`config.mk`:
```
export PLATFORM = sky130hd
export DESIGN_NAME = conv_mac_array
export DESIGN_NICKNAME = d
export VERILOG_FILES = /design/src/rtl/conv_mac_array.sv
export SDC_FILE = /design/constraint.sdc
export NUM_CORES = 2
export LEC_CHECK = 0
export ABC_AREA = 0
export CAP_MARGIN = 40
export CORE_MARGIN = 8
export CORE_UTILIZATION = 50
export DETAILED_ROUTE_END_ITERATION = 16
export PLACE_DENSITY = 0.73
export SLEW_MARGIN = 10
export SYNTH_ARGS = -nofsm -noshare
export SYNTH_HDL_FRONTEND = slang
export SYNTH_SLANG_ARGS = --single-unit
```
`constraint.sdc`:
```
create_clock -name clk -period 9.04 [get_ports clk]
set_input_delay 2.26 -clock clk [delete_from_list [all_inputs] [get_ports clk]]
set_output_delay 2.26 -clock clk [all_outputs]
set_load 0.02 [all_outputs]
```
`src/rtl/conv_mac_array.sv`:
```
// conv_mac_array: LANES-wide signed MAC with a registered adder tree, window accumulator,
// optional partial-sum add, rescale and saturating output write.
module conv_mac_array #(
  parameter int DW    = 16,
  parameter int LANES = 4,
  parameter int ACC_W = 48,
  parameter int FRAC  = 8,
  parameter int OUT_W = 32
) (
  input  logic                  clk,
  input  logic                  rst,
  input  logic                  in_valid,
  input  logic                  in_last,
  input  logic [LANES*DW-1:0]   in_fm_data,
  input  logic [LANES*DW-1:0]   weight,
  input  logic                  psum_en,
  input  logic [OUT_W-1:0]      out_fm_rd_data,
  output logic                  out_fm_wr_ena,
  output logic [OUT_W-1:0]      out_fm_wr_data,
  output logic                  out_sat
);
  localparam int LG = $clog2(LANES);
  typedef struct packed {
    logic             v;
    logic             l;
    logic             p;
    logic [OUT_W-1:0] rd;
  } tag_t;
  logic signed [2*DW-1:0]  prod_d [LANES];
  logic signed [2*DW-1:0]  prod_q [LANES];
  logic signed [ACC_W-1:0] sum_d [LG][LANES];
  logic signed [ACC_W-1:0] sum_q [LG][LANES];
  tag_t                    tag_d [LG+1];
  tag_t                    tag_q [LG+1];
  tag_t                    tv;
  logic signed [ACC_W-1:0] acc_d, acc_q;
  logic                    first_d, first_q, fire_d, fire_q, ap_d, ap_q;
  logic [OUT_W-1:0]        ard_d, ard_q, wr_data_d, wr_data_q;
  logic                    wr_ena_d, wr_ena_q, sat_d, sat_q;
  logic signed [ACC_W:0]   tot, r;
  logic                    hi, lo;
  always_comb begin
    for (int i = 0; i < LANES; i++)
      prod_d[i] = (2*DW)'($signed(in_fm_data[i*DW +: DW])) * (2*DW)'($signed(weight[i*DW +: DW]));
    for (int k = 0; k < LG; k++)
      for (int j = 0; j < LANES; j++)
        sum_d[k][j] = '0;
    for (int j = 0; j < LANES/2; j++)
      sum_d[0][j] = ACC_W'(prod_q[2*j]) + ACC_W'(prod_q[2*j+1]);
    // level k only needs its first LANES>>(k+1) entries; the rest are don't-care
    for (int k = 1; k < LG; k++)
      for (int j = 0; j < LANES/2; j++)
        sum_d[k][j] = sum_q[k-1][2*j] + sum_q[k-1][2*j+1];
    tag_d[0] = {in_valid, in_valid & in_last, psum_en, out_fm_rd_data};
    for (int k = 0; k < LG; k++)
      tag_d[k+1] = tag_q[k];
    tv = tag_q[LG];
    acc_d = !tv.v ? acc_q : first_q ? sum_q[LG-1][0] : acc_q + sum_q[LG-1][0];
    first_d = tv.v ? tv.l : first_q;
    fire_d = tv.v & tv.l;
    ap_d = tv.p;
    ard_d = tv.rd;
    tot = {acc_q[ACC_W-1], acc_q} + (ap_q ? (ACC_W+1)'($signed(ard_q)) <<< FRAC : '0);
    r = tot >>> FRAC;
    hi = !r[ACC_W] && (|r[ACC_W-1:OUT_W-1]);
    lo = r[ACC_W] && !(&r[ACC_W-1:OUT_W-1]);
    wr_data_d = !fire_q ? wr_data_q : hi ? {1'b0, {(OUT_W-1){1'b1}}} : lo ? {1'b1, {(OUT_W-1){1'b0}}} : r[OUT_W-1:0];
    wr_ena_d = fire_q;
    sat_d = fire_q & (hi | lo);
  end
  always_ff @(posedge clk) begin
    if (rst) begin
      prod_q    <= '{default: '0};
      sum_q     <= '{default: '0};
      tag_q     <= '{default: '0};
      acc_q     <= '0;
      first_q   <= 1'b1;
      fire_q    <= 1'b0;
      ap_q      <= 1'b0;
      ard_q     <= '0;
      wr_data_q <= '0;
      wr_ena_q  <= 1'b0;
      sat_q     <= 1'b0;
    end else begin
      prod_q    <= prod_d;
      sum_q     <= sum_d;
      tag_q     <= tag_d;
      acc_q     <= acc_d;
      first_q   <= first_d;
      fire_q    <= fire_d;
      ap_q      <= ap_d;
      ard_q     <= ard_d;
      wr_data_q <= wr_data_d;
      wr_ena_q  <= wr_ena_d;
      sat_q     <= sat_d;
    end
  end
  assign out_fm_wr_ena  = wr_ena_q;
  assign out_fm_wr_data = wr_data_q;
  assign out_sat        = sat_q;
endmodule
```
Word level (Yosys, flattened, before mapping)
Cells that the tools add are included.
{ "word_totals": {"ff_bits": 494, "latch_bits": 0, "ram_bits": 0, "mem_bits_ro": 0, "memories": 0} }
{ "op_classes": {"n_addsub": 5, "n_mul": 4, "n_div": 0, "magnitude_cmp": 0, "n_eq_ne": 0, "shifts": 0, "muxes": 4, "bitwise_logic": 4, "reduce_logical": 6} }
{ "op_table": {"columns": ["cell", "count"], "rows": [
  ["$mul 16x16->32", 4],
  ["$add 48x48->48", 2],
  ["$add 32x32->33", 2],
  ["$mux 32", 2],
  ["$add 49x49->49", 1],
  ["$mux 49", 1],
  ["$mux 48", 1],
  ["$reduce_and 10->1", 1],
  ["$reduce_or 10->1", 1],
  ["$and 1x1->1", 3],
  ["$logic_and 1x1->1", 2],
  ["$logic_not 1->1", 2],
  ["$or 1x1->1", 1]
]} }

Depth between registers and ports, before layout
{ "logic_depth": {"depth_word": 7, "ltp_mapped": 27, "depth_no_buf": 26} }

Worst setup path before layout
OpenSTA, ideal clock, no wires.
{ "synth_timing": {"path_type": "input port to flip-flop", "start": "in in_fm_data[47]", "end": "reg prod_q[61] (netlist bit)", "arrival_ns": 8.075, "required_time_ns": 8.919, "setup_slack_ns": 0.844, "cell_stages": 22, "path_buffers": 1, "cell_sequence": "clkbuf_1 nand2_1 inv_1 fa_1 fa_1 fa_1 fa_1 fa_1 inv_1 fa_1 inv_1 ha_1 a21o_1 a21o_1 a21oi_1 nand3b_1 a211o_1 nand2_1 o311a_1 nand2_1 a21oi_1 mux2_2"} }
{ "synth_via": {"elab_chain_len": 1} }
{ "synth_lines": {"columns": ["item", "line", "source"], "rows": [
  ["start, declared", "14", "input logic [LANES*DW-1:0] in_fm_data,"],
  ["$mul 16x16->32", "44", "prod_d[i] = (2*DW)'($signed(in_fm_data[i*DW +: DW])) * (2*DW)'($signed(weight[i*DW +: DW]));"],
  ["end signal, assigned", "85", "prod_q <= prod_d;"],
  ["end, declared", "30", "logic signed [2*DW-1:0] prod_q [LANES];"]
]} }
Every way passes these cells.
A chain may end at the register's enable or synchronous reset.

Worst setup path in the final report
{ "layout_timing": {"start": "in weight[36]", "end": "reg prod_q[61] (netlist bit)"} }
{ "layout_via": {"elab_chain_len": 1} }
{ "layout_lines": {"columns": ["item", "line", "source"], "rows": [
  ["start, declared", "15", "input logic [LANES*DW-1:0] weight,"],
  ["$mul 16x16->32", "44", null]
]} }
Every way passes these cells.

==> results by group <==
Global route
  – Total grt overflow: 0
  – First-pass GRT wire length: 243000 um
  – GRT Overall Usage: 0.218
  – Initial antenna violation count: 0
  – Vias in the first global route: 48.4k
  – Largest net degree at the start of global routing: 163

Yosys
  – Count leader, synth: inv_1
  – Syn Std Cell Area: 61500 um^2
  – FFs w/ async S/R, synth: 0
  – Top cells by area, synth: fa_1 34%, dfxtp_1 15%, ha_1 10%
  – FF+latch count, synth: 464
  – Post-synth top cells: 1213 x inv_1, 1053 x fa_1, 692 x nand2_1
  – Seq/Total Area, Yosys: 0.151
  – Top cell type's share of synthesized area: 0.343
  – Mapped Cells: 6816
  – EDFF count, synth: 0
  – Syn. warnings: 0
  – Library cells used by synthesis: 93
  – Syn nets: 8546
  – Top_reg_cell synth: dfxtp_1
  – Post-synthesis average cell area: 9.02 um^2
  – Cell taking the most area after synthesis: fa_1

Clocking
  – Reg clk slew, reported paths: 0.06 ns
  – H-Tree Depth: 2
  – CTS sink count: 464
  – Post-CTS setup repair buffer count: 0
  – CTS tree: done
  – Worst-skew pair later-pin latency: 0.61 ns
  – Num CTS Buffers: 49
  – Cts repair resizes: 0
  – Max Root-Sink Buffers: 3
  – Hold Buf Count CTS: 0
  – Root Buffer: clkbuf_16

Timing
  – Slew HR: 0.412
  – Final clock skew: 0.0599 ns
  – Final setup violation count: 0
  – Final Hold Fails: 0
  – Fin crit share: 0.924
  – Fin crit period: 8.35 ns
  – Max Clk Rate: 120 MHz
  – TNS Setup: 0 ns
  – Max-slew violation count: 0
  – Worst-margin pin slew: 0.882 ns
  – RSZ-0062 raised after global routing: no

Floorplan
  – Row count: 128
  – Die area: 134000 um^2
  – Core Region: 122000 um^2
  – Starting Density: 0.504
  – # IOs: 199
  – Die W: 367 um
  – Chip height: 367 um

Min path
  – Worst min path class: flip-flop to flip-flop

Drt
  – Met1 WL: 61300 um
  – First DRT Iteration DRCs: 2460
  – DRT Pass-1 Iters: 5
  – Routed Antenna Nets: 0
  – Vias per cell: 5.29
  – Post-Route WL: 146000 um
  – Drt wl/cell: 16.9 um
  – Highest Signal Layer: met4
  – WL met3: 6830 um
  – DR WL met2: 72300 um
  – DRC viols: 0
  – Via count: 45.8k

Critical path
  – Crit-path max FO: 16
  – Worst setup SP type: input port
  – WP data required: 9.48 ns
  – Setup crit end kind: flip-flop
  – Critical path class: input port to flip-flop
  – Crit path arrival time: 8.80 ns

Finish
  – Diode count: 0
  – Layout net count: 8722
  – Area added between synthesis and finish: 10.2%
  – Register area: 9290 um^2
  – Multi-input logic area: 46700 um^2
  – Share of layout cells above drive strength 1: 0.0438
  – Fill cells: 10.8k

Job
  – MaxCap Viol Count: 0

Placement
  – PortBufs: 198
  – Post-DP HPWL: 124000 um
  – Routability Congestion: 0.931

Outcome
  – Status: finished clean
[placed cells by master, fill, tap and decap left out, drive strengths merged, types with 12 or more instances in the layout]
| cell type | netlist | final |
|---|---|---|
| or3 | 22 | 22 |
| nor2b | 201 | 201 |
| o21ai | 156 | 156 |
| o22ai | 12 | 12 |
| a211oi | 62 | 62 |
| xor2 | 100 | 100 |
| nor3 | 59 | 59 |
| a311oi | 21 | 21 |
| o21bai | 34 | 34 |
| a221oi | 20 | 20 |
| o21a | 37 | 37 |
| nor2 | 418 | 418 |
| nand2 | 692 | 692 |
| o211ai | 31 | 31 |
| nor4 | 12 | 12 |
| a21oi | 228 | 228 |
| clkbuf | 226 | 59 |
| nand3 | 55 | 55 |
| a21o | 138 | 138 |
| dfxtp | 464 | 464 |
| a31oi | 28 | 28 |
| fa | 1053 | 1053 |
| buf | 19 | 173 |
| nand4 | 27 | 27 |
| nand2b | 62 | 62 |
| clkinv | 1 | 15 |
| and2 | 534 | 534 |
| mux2i | 13 | 13 |
| inv | 1213 | 1217 |
| and3 | 26 | 26 |
| xnor2 | 175 | 175 |
| clkdlybuf4s50 | 0 | 197 |
| o31ai | 21 | 21 |
| ha | 512 | 512 |
[flip-flops by register name, summed over array words and instances (netlist names), 2 cells and up]
signal          flops
acc_q              48
tag_q               2
tag_d              70
sum_q             114
out_fm_wr_data     32
ard_q              32
ard_d              32
prod_q            128
[worst paths after layout]
kind                                 start                  to  slack [ns]  depth (start not counted)
worst max-delay path            weight[36]          prod_q[61]        0.69                         22
worst min-delay path             tag_q[33]              fire_q        0.43                          2
worst max register to register        ap_q  out_fm_wr_data[15]        4.19                         15
worst min register to register   tag_q[33]              fire_q        0.43                          2
[per-stage QoR]
step	hold slack, ns	worst slack, ns	util	instance area (um^2)	instances
2_1_floorplan	0.410	0.844	-	61500	6816
6_report	0.430	0.687	0.556	67700	8657
4_1_cts	0.434	0.724	0.556	67700	8656
3_3_place_gp	0.418	0.189	0.540	65800	8564
5_1_grt	0.452	0.347	0.556	67700	8657
3_5_place_dp	0.420	0.146	0.540	65800	8565
[metal layers]
| metal | vias up | track usage |
|---|---|---|
| li1 | 21626 | - |
| met4 | 0 | 0.0805 |
| met1 | 22601 | 0.277 |
| met5 | - | 0 |
| met2 | 1203 | 0.381 |
| met3 | 324 | 0.0246 |
[logic make-up (layout without fill, tap and decap cells)]
kind of cell,count (synthesis),in the layout,share of synthesized area
XOR/XNOR,275,275,0.0392
multiplexers,18,18,0.00303
flip-flops,464,464,0.151
buffers and inverters,1459,1675,0.0898
adder cells (fa/ha/maj),1565,1565,0.447
AO/OA/AOI/OAI,892,892,0.0978
AND/OR/NAND/NOR,2143,2143,0.172
[worst max-delay path: stages]
cell and delay (ns):
clkdlybuf4s50_1 0.83, nand2_1 0.26, fa_1 0.59, inv_1 0.07, fa_1 0.53, buf_4 0.19
fa_1 0.45, fa_1 0.50, fa_1 0.49, inv_1 0.05, fa_1 0.47, inv_1 0.04
ha_1 0.34, a21o_1 0.18, a21oi_1 0.23, nand3b_1 0.11, a211o_1 0.27, nand2_1 0.11
o311a_1 0.22, nand2_1 0.07, a21oi_1 0.16, mux2_2 0.35
[area by class of cell]
class / instances / share of cell area
Timing Repair Buffer: 370 / 0.0492
Inverter: 1214 / 0.0673
Clock buffer: 59 / 0.0197
Sequential cell: 464 / 0.137
Multi-Input combinational cell: 4893 / 0.689
Tap cell: 1625 / 0.0300
Clock inverter: 32 / 0.00794
Power is left out: the tool's default activity adds up to more than one toggle a clock period on the data nets, which glitch-free logic cannot reach.
